===== config.mk =====
export PLATFORM = sky130hd
export DESIGN_NAME = regfile_mp_sb_flat
export DESIGN_NICKNAME = d
export VERILOG_FILES = /design/src/rtl/regfile_pkg.sv /design/src/rtl/regfile_mp_sb_if.sv /design/src/rtl/regfile_scoreboard.sv /design/src/rtl/regfile_mp_sb.sv /design/src/flat_wrapper.sv
export SDC_FILE = /design/constraint.sdc
export NUM_CORES = 1
export LEC_CHECK = 0
export ABC_CLOCK_PERIOD_IN_PS = 11220
export CAP_MARGIN = 20
export CORE_AREA = 2 2 370 335
export CTS_CLUSTER_SIZE = 12
export DETAILED_ROUTE_END_ITERATION = 10
export DIE_AREA = 0 0 372 337
export PLACE_DENSITY = 0.59
export SKIP_CTS_REPAIR_TIMING = 1
export SYNTH_ARGS = -nofsm -noshare
export SYNTH_HDL_FRONTEND = slang
export SYNTH_SLANG_ARGS = --single-unit

===== constraint.sdc =====
create_clock -name clk -period 11.22 [get_ports clk]
set_input_delay 1.683 -clock clk [delete_from_list [all_inputs] [get_ports clk]]
set_output_delay 1.683 -clock clk [all_outputs]
set_load 0.02 [all_outputs]

===== src/rtl/regfile_pkg.sv =====
// Shared definitions for the multi-port register file.
//   rf_state_e : sweep FSM state encodings (RF_ST_INIT, RF_ST_RUN)
//   RF_ZERO    : clear value written by the sweep (sliced to XLEN, XLEN <= 64)
//   rf_clog2   : ceil(log2(v)) helper for address widths
package regfile_pkg;

  typedef enum logic {
    RF_ST_INIT = 1'b0,
    RF_ST_RUN  = 1'b1
  } rf_state_e;

  localparam logic [63:0] RF_ZERO = 64'd0;

  function automatic int rf_clog2(input int v);
    int r;
    r = 0;
    while ((1 << r) < v) r++;
    return r;
  endfunction

endpackage


===== src/rtl/regfile_mp_sb_if.sv =====
// Bus interface of regfile_mp_sb: read ports, write ports and issue port.
//   master : drives addresses, write data/enables, issue; receives read data/busy
//   slave  : the register file side
// Flat port packing: port k of a field of width W occupies bits [k*W +: W].
// There is no valid/ready handshake: wr_en_i / iss_en_i are single-cycle
// qualifiers sampled on the rising clock edge, reads are purely combinational.
interface regfile_mp_sb_if
  import regfile_pkg::*;
#(
  parameter int XLEN  = 32,
  parameter int DEPTH = 32,
  parameter int NR    = 2,
  parameter int NW    = 1
);
  localparam int AW = rf_clog2(DEPTH);

  logic [NR*AW-1:0]   src_addr_i;
  logic [NR*XLEN-1:0] src_data_o;
  logic [NR-1:0]      src_busy_o;
  logic [NW-1:0]      wr_en_i;
  logic [NW*AW-1:0]   wr_addr_i;
  logic [NW*XLEN-1:0] wr_data_i;
  logic               iss_en_i;
  logic [AW-1:0]      iss_addr_i;

  modport master (
    output src_addr_i, wr_en_i, wr_addr_i, wr_data_i, iss_en_i, iss_addr_i,
    input  src_data_o, src_busy_o
  );

  modport slave (
    input  src_addr_i, wr_en_i, wr_addr_i, wr_data_i, iss_en_i, iss_addr_i,
    output src_data_o, src_busy_o
  );

endinterface


===== src/rtl/regfile_scoreboard.sv =====
// Pending-bit scoreboard: one bit per register marking an in-flight producer.
//   clk, rst   : clock, synchronous active-high reset (clears all bits)
//   iss_en_i   : set pending[iss_addr_i]
//   wr_en_i    : per write port, clears pending[wr_addr_i[j]]
//   rd_addr_i  : NR lookup addresses (flat)
//   busy_o     : pending bit of each lookup address (registered state only)
// Enables arrive already gated by the caller while the array is not usable.
module regfile_scoreboard #(
  parameter int DEPTH = 32,
  parameter int AW    = 5,
  parameter int NR    = 2,
  parameter int NW    = 1
) (
  input  logic             clk,
  input  logic             rst,
  input  logic             iss_en_i,
  input  logic [AW-1:0]    iss_addr_i,
  input  logic [NW-1:0]    wr_en_i,
  input  logic [NW*AW-1:0] wr_addr_i,
  input  logic [NR*AW-1:0] rd_addr_i,
  output logic [NR-1:0]    busy_o
);

  logic [DEPTH-1:0] r_pending;
  logic [DEPTH-1:0] w_pending_nxt;

  // Clears are applied first so a same-cycle issue (newer producer) wins.
  always_comb begin
    w_pending_nxt = r_pending;
    for (int j = 0; j < NW; j++) begin
      if (wr_en_i[j]) w_pending_nxt[wr_addr_i[j*AW +: AW]] = 1'b0;
    end
    if (iss_en_i) w_pending_nxt[iss_addr_i] = 1'b1;
    w_pending_nxt[0] = 1'b0;
  end

  always_ff @(posedge clk) begin
    if (rst) r_pending <= '0;
    else     r_pending <= w_pending_nxt;
  end

  always_comb begin
    busy_o = '0;
    for (int k = 0; k < NR; k++) begin
      busy_o[k] = r_pending[rd_addr_i[k*AW +: AW]];
    end
  end

endmodule


===== src/rtl/regfile_mp_sb.sv =====
// Multi-port integer register file with pending scoreboard.
//   clk, rst     : clock, synchronous active-high reset (restarts the sweep)
//   ready_o      : 1 once the post-reset sweep has cleared the array
//   dbg_state_o  : current sweep FSM state
//   bus (slave)  : NR async read ports, NW sync write ports, issue port
// Entry 0 is hardwired to zero. After reset the FSM clears entries 1..DEPTH-1,
// one per cycle; writes/issues are ignored and reads return 0 until done.
// Optional feature macro: REGFILE_BYPASS_EN enables write-to-read forwarding.
module regfile_mp_sb
  import regfile_pkg::*;
#(
  parameter int XLEN  = 32,
  parameter int DEPTH = 32,
  parameter int NR    = 2,
  parameter int NW    = 1
) (
  input  logic      clk,
  input  logic      rst,
  output logic      ready_o,
  output rf_state_e dbg_state_o,
  regfile_mp_sb_if.slave bus
);

  localparam int AW = rf_clog2(DEPTH);

  rf_state_e        r_state;
  rf_state_e        w_state_nxt;
  logic [AW-1:0]    r_ptr;
  logic [AW-1:0]    w_ptr_nxt;
  logic             w_run;
  logic [NW-1:0]    w_wr_en;
  logic             w_iss_en;
  logic [NR-1:0]    w_sb_busy;
  logic [XLEN-1:0]  r_mem [DEPTH];

  // Sweep FSM
  always_ff @(posedge clk) begin
    if (rst) begin
      r_state <= RF_ST_INIT;
      r_ptr   <= AW'(1);
    end else begin
      r_state <= w_state_nxt;
      r_ptr   <= w_ptr_nxt;
    end
  end

  always_comb begin
    w_state_nxt = r_state;
    w_ptr_nxt   = r_ptr;
    case (r_state)
      RF_ST_INIT: begin
        w_ptr_nxt = r_ptr + AW'(1);
        if (r_ptr == AW'(DEPTH - 1)) w_state_nxt = RF_ST_RUN;
      end
      RF_ST_RUN: ;
      default: w_state_nxt = RF_ST_INIT;
    endcase
  end

  assign w_run       = (r_state == RF_ST_RUN);
  assign ready_o     = w_run;
  assign dbg_state_o = r_state;
  assign w_wr_en     = bus.wr_en_i & {NW{w_run}};
  assign w_iss_en    = bus.iss_en_i & w_run;

  // Array: sweep clear in INIT; in RUN later ports overwrite earlier ones,
  // so the highest port index wins a same-address conflict.
  always_ff @(posedge clk) begin
    if (!rst) begin
      if (!w_run) begin
        r_mem[r_ptr] <= RF_ZERO[XLEN-1:0];
      end else begin
        for (int j = 0; j < NW; j++) begin
          if (w_wr_en[j] && (bus.wr_addr_i[j*AW +: AW] != '0))
            r_mem[bus.wr_addr_i[j*AW +: AW]] <= bus.wr_data_i[j*XLEN +: XLEN];
        end
      end
    end
  end

  regfile_scoreboard #(
    .DEPTH (DEPTH),
    .AW    (AW),
    .NR    (NR),
    .NW    (NW)
  ) u_sb (
    .clk        (clk),
    .rst        (rst),
    .iss_en_i   (w_iss_en),
    .iss_addr_i (bus.iss_addr_i),
    .wr_en_i    (w_wr_en),
    .wr_addr_i  (bus.wr_addr_i),
    .rd_addr_i  (bus.src_addr_i),
    .busy_o     (w_sb_busy)
  );

  // Read ports: address 0 and the whole INIT phase read as 0 / not busy.
  always_comb begin : read_mux
    logic [AW-1:0] ra;
`ifdef REGFILE_BYPASS_EN
    logic          hit;
`endif
    ra = '0;
    bus.src_data_o = '0;
    bus.src_busy_o = '0;
    for (int k = 0; k < NR; k++) begin
      ra = bus.src_addr_i[k*AW +: AW];
      if (w_run && (ra != '0)) begin
        bus.src_data_o[k*XLEN +: XLEN] = r_mem[ra];
        bus.src_busy_o[k]              = w_sb_busy[k];
`ifdef REGFILE_BYPASS_EN
        // Forward write data; a forwarded value is not busy unless the
        // same register is being re-issued this cycle.
        hit = 1'b0;
        for (int j = 0; j < NW; j++) begin
          if (w_wr_en[j] && (bus.wr_addr_i[j*AW +: AW] == ra)) begin
            bus.src_data_o[k*XLEN +: XLEN] = bus.wr_data_i[j*XLEN +: XLEN];
            hit = 1'b1;
          end
        end
        if (hit) bus.src_busy_o[k] = w_iss_en && (bus.iss_addr_i == ra);
`endif
      end
    end
  end

endmodule

===== src/flat_wrapper.sv =====
// flat-port wrapper written by rule: the top's interface ports become plain ports
module regfile_mp_sb_flat import regfile_pkg::*;
#(
  parameter int XLEN  = 32,
  parameter int DEPTH = 32,
  parameter int NR    = 2,
  parameter int NW    = 1
)
  (clk, rst, ready_o, dbg_state_o, bus_src_addr_i, bus_wr_en_i, bus_wr_addr_i, bus_wr_data_i, bus_iss_en_i, bus_iss_addr_i, bus_src_data_o, bus_src_busy_o);
  regfile_mp_sb_if #(.XLEN(XLEN), .DEPTH(DEPTH), .NR(NR), .NW(NW)) bus_i ();
  input  logic clk;
  input  logic rst;
  output logic ready_o;
  output rf_state_e dbg_state_o;
  input wire logic [$bits(bus_i.src_addr_i)-1:0] bus_src_addr_i;
  input wire logic [$bits(bus_i.wr_en_i)-1:0] bus_wr_en_i;
  input wire logic [$bits(bus_i.wr_addr_i)-1:0] bus_wr_addr_i;
  input wire logic [$bits(bus_i.wr_data_i)-1:0] bus_wr_data_i;
  input wire logic [$bits(bus_i.iss_en_i)-1:0] bus_iss_en_i;
  input wire logic [$bits(bus_i.iss_addr_i)-1:0] bus_iss_addr_i;
  output wire logic [$bits(bus_i.src_data_o)-1:0] bus_src_data_o;
  output wire logic [$bits(bus_i.src_busy_o)-1:0] bus_src_busy_o;
  assign bus_i.src_addr_i = bus_src_addr_i;
  assign bus_i.wr_en_i = bus_wr_en_i;
  assign bus_i.wr_addr_i = bus_wr_addr_i;
  assign bus_i.wr_data_i = bus_wr_data_i;
  assign bus_i.iss_en_i = bus_iss_en_i;
  assign bus_i.iss_addr_i = bus_iss_addr_i;
  assign bus_src_data_o = bus_i.src_data_o;
  assign bus_src_busy_o = bus_i.src_busy_o;
  regfile_mp_sb #(.XLEN(XLEN), .DEPTH(DEPTH), .NR(NR), .NW(NW)) u_core (.clk(clk), .rst(rst), .ready_o(ready_o), .dbg_state_o(dbg_state_o), .bus(bus_i));
endmodule

; Word-level counts from Yosys, hierarchy flattened
; Memory sizes are Yosys's and may differ from the RTL's.
; Cells that the tools add are included.
[word_totals]
ff_bits = 38
latchBits = 0
mem_bits_rw = 1024
rom_bits = 0
inputBits = 56
wordCells = 53
n_memories = 1
[classes]
add_sub_neg = 1
multipliers = 0
n_div = 0
magnitude_cmp = 6
eq_ne = 1
shifts = 0
mux = 26
bitwise = 5
reduce_logical = 9
[memory_table]
columns = name, words, word_bits, read_ports, rd_clocked_by_memory_dff, write_ports, line_no
row1 = u_core.r_mem, 32, 32, 2, 0, 1, regfile_mp_sb.sv:34  ; logic [XLEN-1:0] r_mem [DEPTH];
[op_table]
columns = operator, n
row1 = $mux W32, 5
row2 = $and A32 B32 Y32, 1
row3 = $not A32 Y32, 1
row4 = $or A32 B32 Y32, 1
row5 = $reduce_or A32 Y1, 1
row6 = $lt A5 B6 Y1 const B, 4
row7 = $mux W1, 16
row8 = $reduce_bool A5 Y1, 3
row9 = $bmux W1 S5, 2
row10 = $demux W1 S5, 2
row11 = $ge A5 B1 Y1 const B, 2
row12 = $add A5 B1 Y5 const B, 1
row13 = $eq A5 B5 Y1 const B, 1
row14 = $logic_and A1 B1 Y1, 5
row15 = $mux W5, 1
row16 = $and A1 B1 Y1, 2

; Depth between registers and ports, before layout
[logic_depth]
depth_word = 9
mapped_depth = 8

; Hierarchy
; Synthesis repeated with hierarchy kept, for this count alone.
[hier_totals]
cells_unflattened = 2822
hier_area_um2 = 50367.1
[by_module_without_submodules]
columns = mod, n_inst, cells_each, area_each_um2, seq_area_each_um2
row1 = regfile_mp_sb, 1, 2593, 48545.3, 30869.6
row2 = regfile_scoreboard, 1, 229, 1821.7, 620.6

; Least setup slack after synthesis
; OpenSTA, ideal clock, no wires.
[synth_timing]
path_type = input to register
startpoint = in bus_wr_addr_i[3]
endpoint = mem u_core.r_mem[20][0], enable pin
arrival_time_ns = 5.241
t_required_ns = 10.759
slack_ns = 5.518
cell_stages = 7
path_cell_list = buf_2 > or3_4 > o31a_1 > buf_6 > buf_6 > mux2_4 > nor3_1
[synth_between]
elab_chain_cells = 8
[synth_lines]
columns = item, line_no
row1 = "start, declared", flat_wrapper.sv:17  ; input wire logic [$bits(bus_i.wr_addr_i)-1:0] bus_wr_addr_i;
row2 = $reduce_bool A5 Y1, regfile_mp_sb.sv:74  ; if (w_wr_en[j] && (bus.wr_addr_i[j*AW +: AW] != '0))
row3 = $logic_and A1 B1 Y1, regfile_mp_sb.sv:74
row4 = $mux W1, regfile_mp_sb.sv:74
row5 = $mux W1, regfile_mp_sb.sv:70  ; if (!w_run) begin
row6 = $mux W1, regfile_mp_sb.sv:69  ; if (!rst) begin
row7 = $mux W1 (implied by the code), regfile_mp_sb.sv:75  ; r_mem[bus.wr_addr_i[j*AW +: AW]] <= bus.wr_data_i[j*XLEN +: XLEN];
row8 = $reduce_or A32 Y1 (no line), --
row9 = $mux W5 (no line) or $mux W1 (tied branches), --
row10 = "end, declared", regfile_mp_sb.sv:34
; Several ways; a longest one is shown, not always the timed one.

; Final worst setup path
[layout_timing]
startpoint = in bus_src_addr_i[5]
endpoint = out bus_src_data_o[40]
[layout_between]
elab_chain_cells = 3
[layout_lines]
columns = item, line_no
row1 = "start, declared", flat_wrapper.sv:15  ; input wire logic [$bits(bus_i.src_addr_i)-1:0] bus_src_addr_i;
row2 = branches (longest 2 deep; another with $mem_v2 Z32 W32), --
row3 = $mux W32 *, regfile_mp_sb.sv:108  ; if (w_run && (ra != '0)) begin
row4 = "end, declared", flat_wrapper.sv:21  ; output wire logic [$bits(bus_i.src_data_o)-1:0] bus_src_data_o;
; Mark *: on every way between the ends.

==> reports/metrics.csv <==
stage;metric;value;unit
cts;clk_pin_slew_worst_paths;0.06;ns
yosys;synth-async-reset-ratio;0;
final_layout;drive_above_1_share;0.331;
critical_path;cpMaxStageDelayCell;buf_4;
sta;fin_crit_sh;0.679;
critical_path;path_cells;buf_6 > buf_4 > buf_4 > mux4_2 > mux2_2 > nand2_1 > a31oi_1 > clkdlybuf4s50_1;
power_and_ir_drop;ir_worst_vdd;123;µV
final_layout;synthToLayoutAreaGrowth;14.3;%
final_layout;nets;2672;
outcome;status;complete, no violations;
floorplan;die_h;337;µm
cts;clk_latency;0.72;ns
critical_path;arrival;5.94;ns
yosys;ys_warn_count;0;
critical_path;cp.buffers_inverters;4;
cts;clkSinkCount;1061;
route;drc;0;
global_route;grt_max_degree;142;
sta;rsz0062_at_grt;no;
critical_path;crit_fanout;43;
placement;dp_hpwl;83500;µm
sta;setup_tns;0;ns
floorplan;core_area;122000;µm²
global_route;grt_pass1_wl;219000;µm
final_layout;final.fill_count;9954;
power_and_ir_drop;power_density;149;nW/µm²
global_route;grt_pass1_vias;29500;
critical_path;start_kind;input pin;
route;vias;28500;
cts;cts_tree;done;
sta;finalCriticalPeriod;7.62;ns
final_layout;multi_input_area;17400;µm²
sta;clock_skew;0.0293;ns
floorplan;die-width;372;µm
cts;cts_buffer_depth;3;
yosys;ys.flop_type;edfxtp_1;
floorplan;ios;124;
critical_path;rr_startpoint;u_core.dbg_state_o$_SDFF_PP0_;
yosys;syn-cell-area;49500;µm²
global_route;overflow;0;
sta;slew_violations;0;
final_layout;seq_area;31500;µm²
route;drt-total-wl;155000;µm
route;highest_layer;met5;
placement;place_congestion;0.802;
route;ant_nets;0;
cts;cts_inserted_buffers;111;
global_route;antenna_found_initial;5;
floorplan;fp.dieArea;125000;µm²
final_layout;final_core_util;0.464;
critical_path;crit_path_max_incr_delay;0.83;ns
floorplan;rows;122;
placement;port_buffers;123;
sta;hold_violations;0;
yosys;synthDistinctLibCells;51;
job;maxCapViolations;0;
hold_path;holdPathStages;2;
cts;h-tree-depth;3;
final_layout;final_cell_mix;edfxtp_1, mux4_2, mux2i_1;
critical_path;r2r-end;u_core.r_mem[17][9]$_DFFE_PP_;
sta;worst_slack;3.60;ns
critical_path;critical_path.most_common_cell;buf_4;
yosys;ys_seq_area_frac;0.636;
yosys;synth_area_per_cell;19.9;µm²
critical_path;critPathCaptureType;output pin;
critical_path;r2r_cells;7;
route;route.met3.wl;13700;µm
yosys;syn_nets;2547;
yosys;ys_seq_elements;1061;
placement;dpl_cell_area;52800;µm²
critical_path;r2r_slack;7.05;ns
global_route;grt_usage;0.247;
hold_path;hp-start;u_core.u_sb.r_pending[29]$_SDFF_PP0_;
route;wl_met1;61900;µm
critical_path;critical_path_class;input pin to output pin;
final_layout;fin_area;56600;µm²
route;dr_wl_met2;73900;µm
placement;dp_slack;3.59;ns
route;wl_per_cell;36.1;µm
sta;slew_headroom;0.219;
cts;clockRootBuffer;clkbuf_16;
sta;setup_violations;0;
final_layout;final_common_cell;edfxtp_1;
critical_path;crit_required;9.54;ns
hold_path;hold_end;u_core.u_sb.r_pending[29]$_SDFF_PP0_;
yosys;syn-instance-count;2489;
sta;tightest_slew;1.17;ns
route;first_pass_iters;6;
critical_path;cp_top_family;buffers and inverters;
yosys;synth_edf_count;1024;
hold_path;min_path_type;register to register;
sta;fmax;131;MHz
route;drt-vias-per-instance;6.62;
power_and_ir_drop;p_leak;16.3;nW
route;drtIter0Drc;3714;
floorplan;start_util;0.406;
## power by group
part,switching (mW),internal (mW)
Clock,1.53,2.02
Combinational,0.287,0.241
Sequential,0.0200,4.32
## per-layer routing
metal,vias up,track usage
met3,320,0.0477
met2,1620,0.392
met4,2,0.0969
li1,11100,-
met5,-,0
met1,15500,0.339
## cells in the mapped netlist (4+ instances only)
cell | number | area share
a21oi_1 | 65 | 0.0066
a221o_1 | 33 | 0.0067
a22oi_1 | 32 | 0.0049
a31oi_1 | 35 | 0.0044
and2_1 | 33 | 0.0042
buf_1 | 9 | 0.00068
buf_2 | 82 | 0.0083
buf_4 | 6 | 0.00091
buf_6 | 4 | 0.00091
clkbuf_1 | 103 | 0.0078
dfxtp_1 | 37 | 0.015
edfxtp_1 | 1024 | 0.62
mux2_2 | 72 | 0.016
mux2i_1 | 141 | 0.028
mux4_2 | 524 | 0.24
nand2_1 | 73 | 0.0055
nand3_1 | 6 | 0.00061
nand3b_1 | 12 | 0.0018
nor2_1 | 23 | 0.0017
nor3_1 | 27 | 0.0027
nor3_2 | 5 | 0.0010
nor3b_1 | 5 | 0.00076
o21ai_0 | 31 | 0.0031
o221ai_1 | 33 | 0.0058
o22a_1 | 33 | 0.0058
## through the flow
stage | total power [mW] | hold WS (ns) | cells
3_5_place_dp | 4.95 | 0.483 | 4097
5_1_grt | 8.64 | 0.522 | 4302
3_3_place_gp | 4.95 | 0.478 | 4096
4_1_cts | 8.47 | 0.497 | 4286
6_report | 8.42 | 0.494 | 4303
2_1_floorplan | 4.79 | 0.460 | 2489
## cells by family after synthesis
logic type                 after synthesis  share of synthesized area
AOI/OAI and AO/OA                      275                     0.0398
xor gates and xnor gates                 1                   0.000177
adders and majority gates                2                   0.000505
buffers and inverters                  208                     0.0189
DFF                                   1061                      0.636
muxes                                  738                      0.283
and+or+nand+nor                        204                     0.0213
## final cells by class
class / instances / area share
antenna: 1 / 0.0000442
clock buffer: 133 / 0.0509
clock inverter: 56 / 0.00959
inverter: 4 / 0.000265
multi-input combinational: 1220 / 0.307
sequential: 1061 / 0.556
tap: 1612 / 0.0356
timing repair buffer: 216 / 0.0403
## state kept, by name, summed over array words and instances (netlist names)
register and count:
u_core.r_ptr 5, u_core.dbg_state_o 1, u_core.r_mem 1024, u_core.u_sb.r_pending 31
## worst reg2reg max path: cells and delay by family, from the launching register on
family | cells | cell delay, ns
flops | 1 | 0.34
buf+inv | 3 | 1.41
compound gates | 2 | 0.79
simple gates | 2 | 1.23
## worst max-delay path by stage
stage                            from                            end  cells past startpoint
floorplan            bus_wr_addr_i[3]  u_core.r_mem[20][0]$_DFFE_PP_                      7
global placement    bus_src_addr_i[6]             bus_src_data_o[33]                      8
detailed placement  bus_src_addr_i[6]             bus_src_data_o[33]                      8
CTS                 bus_src_addr_i[6]             bus_src_data_o[33]                      8
global route        bus_src_addr_i[6]             bus_src_data_o[33]                      8
finish              bus_src_addr_i[5]             bus_src_data_o[40]                      8
Power figures use the tool's default switching activity.
